`src/rtl/framer_pkg.sv`:
```
// Shared types and constants for the pixel-stream framer.
// The state names describe the next byte the framer will load into its output register.
package framer_pkg;

  typedef enum logic [2:0] {
    IDLE,
    SYNC1,
    LEN_HI,
    LEN_LO,
    PAYLOAD,
    CSUM
  } framer_state_e;

  localparam logic [7:0] FRAMER_SYNC0       = 8'hA5;
  localparam logic [7:0] FRAMER_SYNC1       = 8'h5A;
  localparam int         FRAMER_FRAME_BYTES = 4800;

endpackage

```
`src/rtl/framer_out_reg.sv`:
```
// One-entry valid/ready output register for the framer.
// The slot is free when it is empty or is draining this cycle.
module framer_out_reg (
  input  logic       clk_i,
  input  logic       reset_i,
  input  logic       load,
  input  logic [7:0] load_data,
  input  logic       drain_ready,
  output logic [7:0] data,
  output logic       valid,
  output logic       slot_free
);

  assign slot_free = !valid || drain_ready;

  // A load replaces a draining byte in the same cycle; with no load the slot empties.
  always_ff @(posedge clk_i or posedge reset_i) begin
    if (reset_i) begin
      data  <= 8'h00;
      valid <= 1'b0;
    end else if (load && slot_free) begin
      data  <= load_data;
      valid <= 1'b1;
    end else if (drain_ready) begin
      valid <= 1'b0;
    end
  end

endmodule

```
`src/rtl/frame_framer.sv`:
```
// Wraps the packed pixel byte stream into frames: sync0, sync1, length hi/lo, payload, checksum.
// Upstream is held off while header and checksum bytes are emitted.
module frame_framer
  import framer_pkg::*;
#(
  parameter int         frame_bytes_p = FRAMER_FRAME_BYTES,
  parameter logic [7:0] sync0_p       = FRAMER_SYNC0,
  parameter logic [7:0] sync1_p       = FRAMER_SYNC1
) (
  input  logic       clk_i,
  input  logic       reset_i,
  input  logic [7:0] data_i,
  input  logic       valid_i,
  output logic       ready_o,
  output logic [7:0] data_o,
  output logic       valid_o,
  input  logic       ready_i,
  output logic       frame_done_o
);

  localparam int                 CNT_W     = $clog2(frame_bytes_p + 1);
  localparam logic [CNT_W-1:0]   LAST_IDX  = CNT_W'(frame_bytes_p - 1);
  localparam logic [15:0]        FRAME_LEN = 16'(frame_bytes_p);

  if (frame_bytes_p < 1 || frame_bytes_p > 65535) begin : g_bad_frame_bytes
    $error("frame_framer: frame_bytes_p must be within 1..65535");
  end

  framer_state_e    state_q, state_d;
  logic [7:0]       csum_q, csum_d;
  logic [CNT_W-1:0] cnt_q, cnt_d;
  logic             csum_in_reg_q;

  logic             load;
  logic [7:0]       load_data;
  logic             slot_free;

  framer_out_reg u_out_reg (
    .clk_i       (clk_i),
    .reset_i     (reset_i),
    .load        (load),
    .load_data   (load_data),
    .drain_ready (ready_i),
    .data        (data_o),
    .valid       (valid_o),
    .slot_free   (slot_free)
  );

  always_ff @(posedge clk_i or posedge reset_i) begin
    if (reset_i) begin
      state_q <= IDLE;
      csum_q  <= 8'h00;
      cnt_q   <= '0;
    end else begin
      state_q <= state_d;
      csum_q  <= csum_d;
      cnt_q   <= cnt_d;
    end
  end

  // Tracks whether the byte sitting in the output register is the checksum.
  always_ff @(posedge clk_i or posedge reset_i) begin
    if (reset_i) begin
      csum_in_reg_q <= 1'b0;
    end else if (load) begin
      csum_in_reg_q <= (state_q == CSUM);
    end else if (ready_i) begin
      csum_in_reg_q <= 1'b0;
    end
  end

  assign frame_done_o = valid_o && ready_i && csum_in_reg_q;

  always_comb begin
    state_d   = state_q;
    csum_d    = csum_q;
    cnt_d     = cnt_q;
    load      = 1'b0;
    load_data = 8'h00;
    ready_o   = 1'b0;

    case (state_q)
      IDLE: begin
        if (valid_i && slot_free) begin
          load      = 1'b1;
          load_data = sync0_p;
          csum_d    = 8'h00;
          cnt_d     = '0;
          state_d   = SYNC1;
        end
      end
      SYNC1: begin
        if (slot_free) begin
          load      = 1'b1;
          load_data = sync1_p;
          state_d   = LEN_HI;
        end
      end
      LEN_HI: begin
        if (slot_free) begin
          load      = 1'b1;
          load_data = FRAME_LEN[15:8];
          state_d   = LEN_LO;
        end
      end
      LEN_LO: begin
        if (slot_free) begin
          load      = 1'b1;
          load_data = FRAME_LEN[7:0];
          state_d   = PAYLOAD;
        end
      end
      PAYLOAD: begin
        ready_o = slot_free;
        if (valid_i && slot_free) begin
          load      = 1'b1;
          load_data = data_i;
          csum_d    = csum_q + data_i;
          cnt_d     = cnt_q + CNT_W'(1);
          if (cnt_q == LAST_IDX) begin
            state_d = CSUM;
          end
        end
      end
      CSUM: begin
        if (slot_free) begin
          load      = 1'b1;
          load_data = csum_q;
          state_d   = IDLE;
        end
      end
      default: begin
        state_d = IDLE;
      end
    endcase
  end

endmodule

```
`config.mk`:
```
export PLATFORM = sky130hd
export DESIGN_NAME = frame_framer
export DESIGN_NICKNAME = d
export VERILOG_FILES = /design/src/rtl/framer_pkg.sv /design/src/rtl/framer_out_reg.sv /design/src/rtl/frame_framer.sv
export SDC_FILE = /design/constraint.sdc
export NUM_CORES = 1
export LEC_CHECK = 0
export CAP_MARGIN = 20
export CORE_MARGIN = 2
export CORE_UTILIZATION = 40
export CTS_CLUSTER_SIZE = 24
export DETAILED_ROUTE_END_ITERATION = 10
export PLACE_DENSITY_LB_ADDON = 0.08
export SLEW_MARGIN = 30
export SYNTH_ARGS = -nofsm -noshare
export SYNTH_HDL_FRONTEND = slang
export SYNTH_SLANG_ARGS = --single-unit
```
`constraint.sdc`:
```
create_clock -name clk_i -period 2.4 [get_ports clk_i]
set_clock_uncertainty 0.2 [all_clocks]
set_input_delay 0.48 -clock clk_i [delete_from_list [all_inputs] [get_ports clk_i]]
set_output_delay 0.48 -clock clk_i [all_outputs]
set_load 0.005 [all_outputs]
```
* After elaboration in Yosys (flattened, before gate mapping)
Index checks and enable logic that the tools add are counted.
Word-level totals: register bits after elaboration 34, output and inout bits 11, logic and storage cells 63, input bits 12
Cells by class: eq/ne operators 13, add/subtract/negate cells 2, reductions and logical operators 14, multiplexer cells 28
Operators with widths (number):
- two-way mux 8 bit | 6
- case mux 8 bit (6 select lines) | 1
- two-way mux 13 bit | 2
- case mux 13 bit (2 select lines) | 1
- two-way mux 3 bit | 7
- case mux 3 bit (6 select lines) | 1
- case mux 8 bit (2 select lines) | 1
- inequality test 2 bit, second input constant | 7
- adder 13 x 1 -> 13 bit, second input constant | 1
- == test 13 bit, second input constant | 1
- adder 8 bit | 1
- two-way mux 7 bit | 1
- AND reduction 7 bit | 1
- == test 3 x 2 -> 1 bit, second input constant | 2
- == test 3 bit, second input constant | 2
- two-way mux 1 bit | 6
- nonzero test 2 bit | 3
- two-way mux 5 bit | 1
- logical AND 1 bit | 4
- OR reduction 4 bit | 1
- == test 3 x 1 -> 1 bit, second input constant | 1
- logical NOT 3 bit | 1
- AND reduction 3 bit | 1
- case mux 1 bit (2 select lines) | 1
- other kinds (3) | 3

* Logic depth before layout (Yosys ltp)
depth after elaboration 7, gate-level depth with buffers 7, gate-level depth less buffers 7

* Hierarchy
A second synthesis with hierarchy kept.
Unflattened totals: cell total of the unflattened synthesis 205, area total of the unflattened synthesis 2038.2 um2
By module, submodules not included:
- frame_framer | sequential area each 625.6 um2, times used 1, area each 1649.1 um2, cells each 184
- framer_out_reg | sequential area each 225.2 um2, times used 1, area each 389.1 um2, cells each 21

* Least setup slack after synthesis
Ideal clock, no wire load.
path kind in2reg, start input port data_i[0], end register csum_q[6], cell stages on the path 7, setup slack 315 ps, required time 2072 ps, arrival 1757 ps, library setup time 128 ps, path buffers 0, path through ha_1 > fa_1 > a21o_1 > a21oi_1 > o21bai_1 > mux2i_1 > nand3_1
On the way: cells in the longest elaborated chain, start to end 3
Ends and longest elaborated chain:
- start: declaration | line frame_framer.sv:12 | input logic [7:0] data_i,
- adder 8 bit | line frame_framer.sv:118 | csum_d = csum_q + data_i;
- two-way mux 8 bit | line frame_framer.sv:115 | if (valid_i && slot_free) begin
- case mux 8 bit (2 select lines) | line frame_framer.sv:82 | case (state_q)
- end signal: assignment | line frame_framer.sv:56 | csum_q <= csum_d;
- end: declaration | line frame_framer.sv:30 | logic [7:0] csum_q, csum_d;
Every way passes these cells. The select of a mux whose other input is x is not followed. A chain may end at the register's enable or synchronous reset.

* Worst setup path after layout
start input port ready_i, end output port frame_done_o
On the way: cells in the longest elaborated chain, start to end 2
Ends and longest elaborated chain:
- start: declaration | line frame_framer.sv:17 | input logic ready_i,
- logical AND 1 bit (2 in a row) | line frame_framer.sv:72 | assign frame_done_o = valid_o && ready_i && csum_in_reg_q;
- end: declaration | line frame_framer.sv:18 | output logic frame_done_o
Every way passes these cells.

==> summary.txt <==
Status
  – Status: complete, no violations

STA
  – Final Cycle Share: 0.971
  – Final number of hold-violating endpoints: 0
  – Period minus WS final: 2330 ps
  – Setup TNS: 0 ps
  – RSZ-0062 raised after global routing: false
  – Setup ws final: 68.6 ps
  – Worst-margin pin slew: 769 ps
  – Final setup vio count: 0
  – Final Max Tran Viols: 0
  – Rel. slew slack: 0.481
  – Fmax: 429 MHz

Clock network
  – CTS Hold Bufs: 0
  – Skew-Pair Late Insertion Delay: 280 ps
  – Clock sinks: 34
  – CTS tree: built
  – H-tree levels: 2
  – Max Root-Sink Buffers: 2
  – Worst-path clk slew: 60 ps
  – CTS Buf Count: 5
  – Post-CTS Setup Bufs: 0
  – CTS root buf: clkbuf_8

Floorplanning
  – DIE AREA: 0.00567 mm^2
  – I/O Pins: 23
  – Starting Density: 0.422
  – Die Width: 75.3 um
  – Die Y: 75.3 um
  – # rows: 25
  – CORE AREA: 0.00482 mm^2

Setup path
  – Worst R2R Path Depth: 7
  – CP arrival: 1650 ps
  – R2r endpoint: csum_q[6]$_DFFE_PP0P_
  – Setup crit end kind: primary output
  – R2R Path Start: csum_q[0]$_DFFE_PP0P_
  – Crit Path Category: input pin to primary output
  – CP startpoint kind: input pin
  – CP required: 1720 ps
  – Critical Path Sink: frame_done_o
  – Worst Setup SP: ready_i
  – R2R Setup Slk: 310 ps
  – Crit-path max FO: 4

Synth
  – EDFF count, synth: 0
  – Cells after Synth: 210
  – Synth area leader: dfrtp_1
  – Most common cell in the synthesized netlist: dfrtp_1
  – Mapped Area: 0.00203 mm^2
  – Seq cells post-synth: 34
  – Post-synth ARST share: 1.00
  – Synth warnings: 0
  – Post-synth top area share: 0.419
  – Most used DFF post-synth: dfrtp_1
  – Mapped Nets: 231
  – Sequential share of the synthesized area: 0.419
  – Syn_area_per_cell: 9.68 um^2
  – Post-synth top cells: 34 x dfrtp_1, 22 x nor2_1, 14 x nand2_1
  – Top cells by area, synth: dfrtp_1 42%, ha_1 4.9%, a22o_1 4.3%, nor2_1 4.1%, xnor2_1 3.4%
  – Post-synth cell types: 46

Placement
  – Port Buffers: 22
  – Final HPWL DP: 3790 um
  – GP Congestion: 0.914
  – Setup WS pre-CTS: -238 ps

Layout
  – Seq. cell area: 851 um^2
  – Layout Nets: 278
  – Multi-input logic area: 0.00111 mm^2
  – Share of cells above drive strength 1: 0.171
  – Fillers: 453
  – Area grow syn2layout: 28.3%
  – Antenna cells: 0

Routing
  – Drt wl/cell: 15.4 um
  – Residual DRC count: 0
  – Vias post-DR: 1,763
  – Drt first pass iters: 4
  – Routed Antenna Nets: 0
  – Vias per cell: 5.42
  – DR iter-0 viols: 131
  – Routed wire length: 4990 um

Global route
  – Vias in the first global route: 1,771
  – Largest net degree at the start of global routing: 35
  – Initial antenna violation count: 0
  – First-pass GRT wire length: 8510 um
  – Gr ovfl total: 0
  – GRT Total Usage: 0.201

Pwr
  – LEAKAGE: 0.00126 uW
  – Pwr/cell area: 1080 mW/mm^2
  – Peak supply drop: 482 uV

Worst hold path
  – Worst hold path type: flop to flop
  – Hold Startpoint: u_out_reg.data[7]$_DFFE_PP0P_

Flow run
  – Max_cap viols: 0
-- cell type report --
type,count,share of cell area
timing repair buffer,51,0.167
clock inverter,1,0.0115
clock buffer,7,0.0293
inverter,5,0.00720
multi-input combinational,160,0.426
sequential,34,0.326
tap,67,0.0321
-- critical path, stage by stage --
cell	delay [ps]
clkdlybuf4s50_1	510
and3_1	170
clkdlybuf4s50_1	490
-- state kept, by name, summed over array words and instances (netlist names) --
signal and count:
csum_q 8, u_out_reg.data 8, csum_in_reg_q 1, state_q 3, u_out_reg.valid 1, cnt_q 13
-- power breakdown --
part           internal, uW  total, uW  switching [uW]
Sequential              755        913             158
Combinational           722       1380             655
Clock                   311        516             206
Total                  1790       2810            1020
-- kinds of logic (layout without fill, tap and decap cells) --
group / Yosys count / after routing / share of synthesized area
adders and majority gates: 9 / 9 / 0.0591
xor gates and xnor gates: 13 / 13 / 0.0560
AOI/OAI and AO/OA: 56 / 56 / 0.207
muxes: 4 / 4 / 0.0216
buffers and inverters: 16 / 64 / 0.0388
and+or+nand+nor: 78 / 78 / 0.199
DFF: 34 / 34 / 0.419
-- repair_timing --
action,4_1_cts,5_1_grt
pin swaps,0,0
setup endpoints to repair,1,1
resized for setup,1,1
-- per-stage QoR --
step / hold slack [ps] / area, um^2 / util / cells / total power, uW
final: 275 / 2610 / 0.541 / 325 / 2810
after global routing: 325 / 2610 / 0.541 / 325 / 3040
after CTS: 281 / 2600 / 0.541 / 325 / 2820
after detailed placement: 266 / 2500 / 0.519 / 317 / 2300
after global placement: 253 / 2500 / 0.519 / 317 / 2260
after floorplan: 263 / 2030 / - / 210 / 1740
-- per-layer routing --
| layer | wire, um | vias up | global-route usage |
|---|---|---|---|
| li1 | - | 858 | - |
| met3 | 201 | 9 | 0.0455 |
| met5 | 0 | - | 0 |
| met2 | 2340 | 40 | 0.303 |
| met1 | 2360 | 856 | 0.280 |
| met4 | 86 | 0 | 0.0799 |
-- how the worst min path moves through the flow --
stage,to,depth (start not counted)
2_1_floorplan,u_out_reg.data[7]$_DFFE_PP0P_,2
3_3_place_gp,u_out_reg.data[7]$_DFFE_PP0P_,2
3_5_place_dp,u_out_reg.data[7]$_DFFE_PP0P_,2
4_1_cts,u_out_reg.data[7]$_DFFE_PP0P_,2
5_1_grt,u_out_reg.data[4]$_DFFE_PP0P_,1
6_report,u_out_reg.data[7]$_DFFE_PP0P_,2
-- cells in the final DEF (no fill, tap or decap), types with 2 or more instances in the layout --
| cell type | count |
|---|---|
| inv_1 | 5 |
| nor4_1 | 2 |
| nand3_1 | 8 |
| clkbuf_1 | 2 |
| xnor2_1 | 8 |
| ha_1 | 8 |
| xor2_1 | 5 |
| and3b_1 | 2 |
| nor2_1 | 22 |
| a22o_1 | 10 |
| nor2b_1 | 5 |
| nor3_1 | 6 |
| clkdlybuf4s50_1 | 21 |
| clkbuf_8 | 5 |
| buf_4 | 29 |
| o211a_1 | 2 |
| a221o_1 | 3 |
| nand2b_1 | 4 |
| dfrtp_1 | 34 |
| a21o_1 | 8 |
| o21a_1 | 2 |
| and3_1 | 6 |
| mux2_2 | 3 |
| a31oi_1 | 2 |
| o211ai_1 | 2 |
| nand2_1 | 14 |
| a221oi_1 | 4 |
| a21oi_1 | 6 |
| o21ai_0 | 8 |
Note: power is estimated with default switching activity, not from simulation.
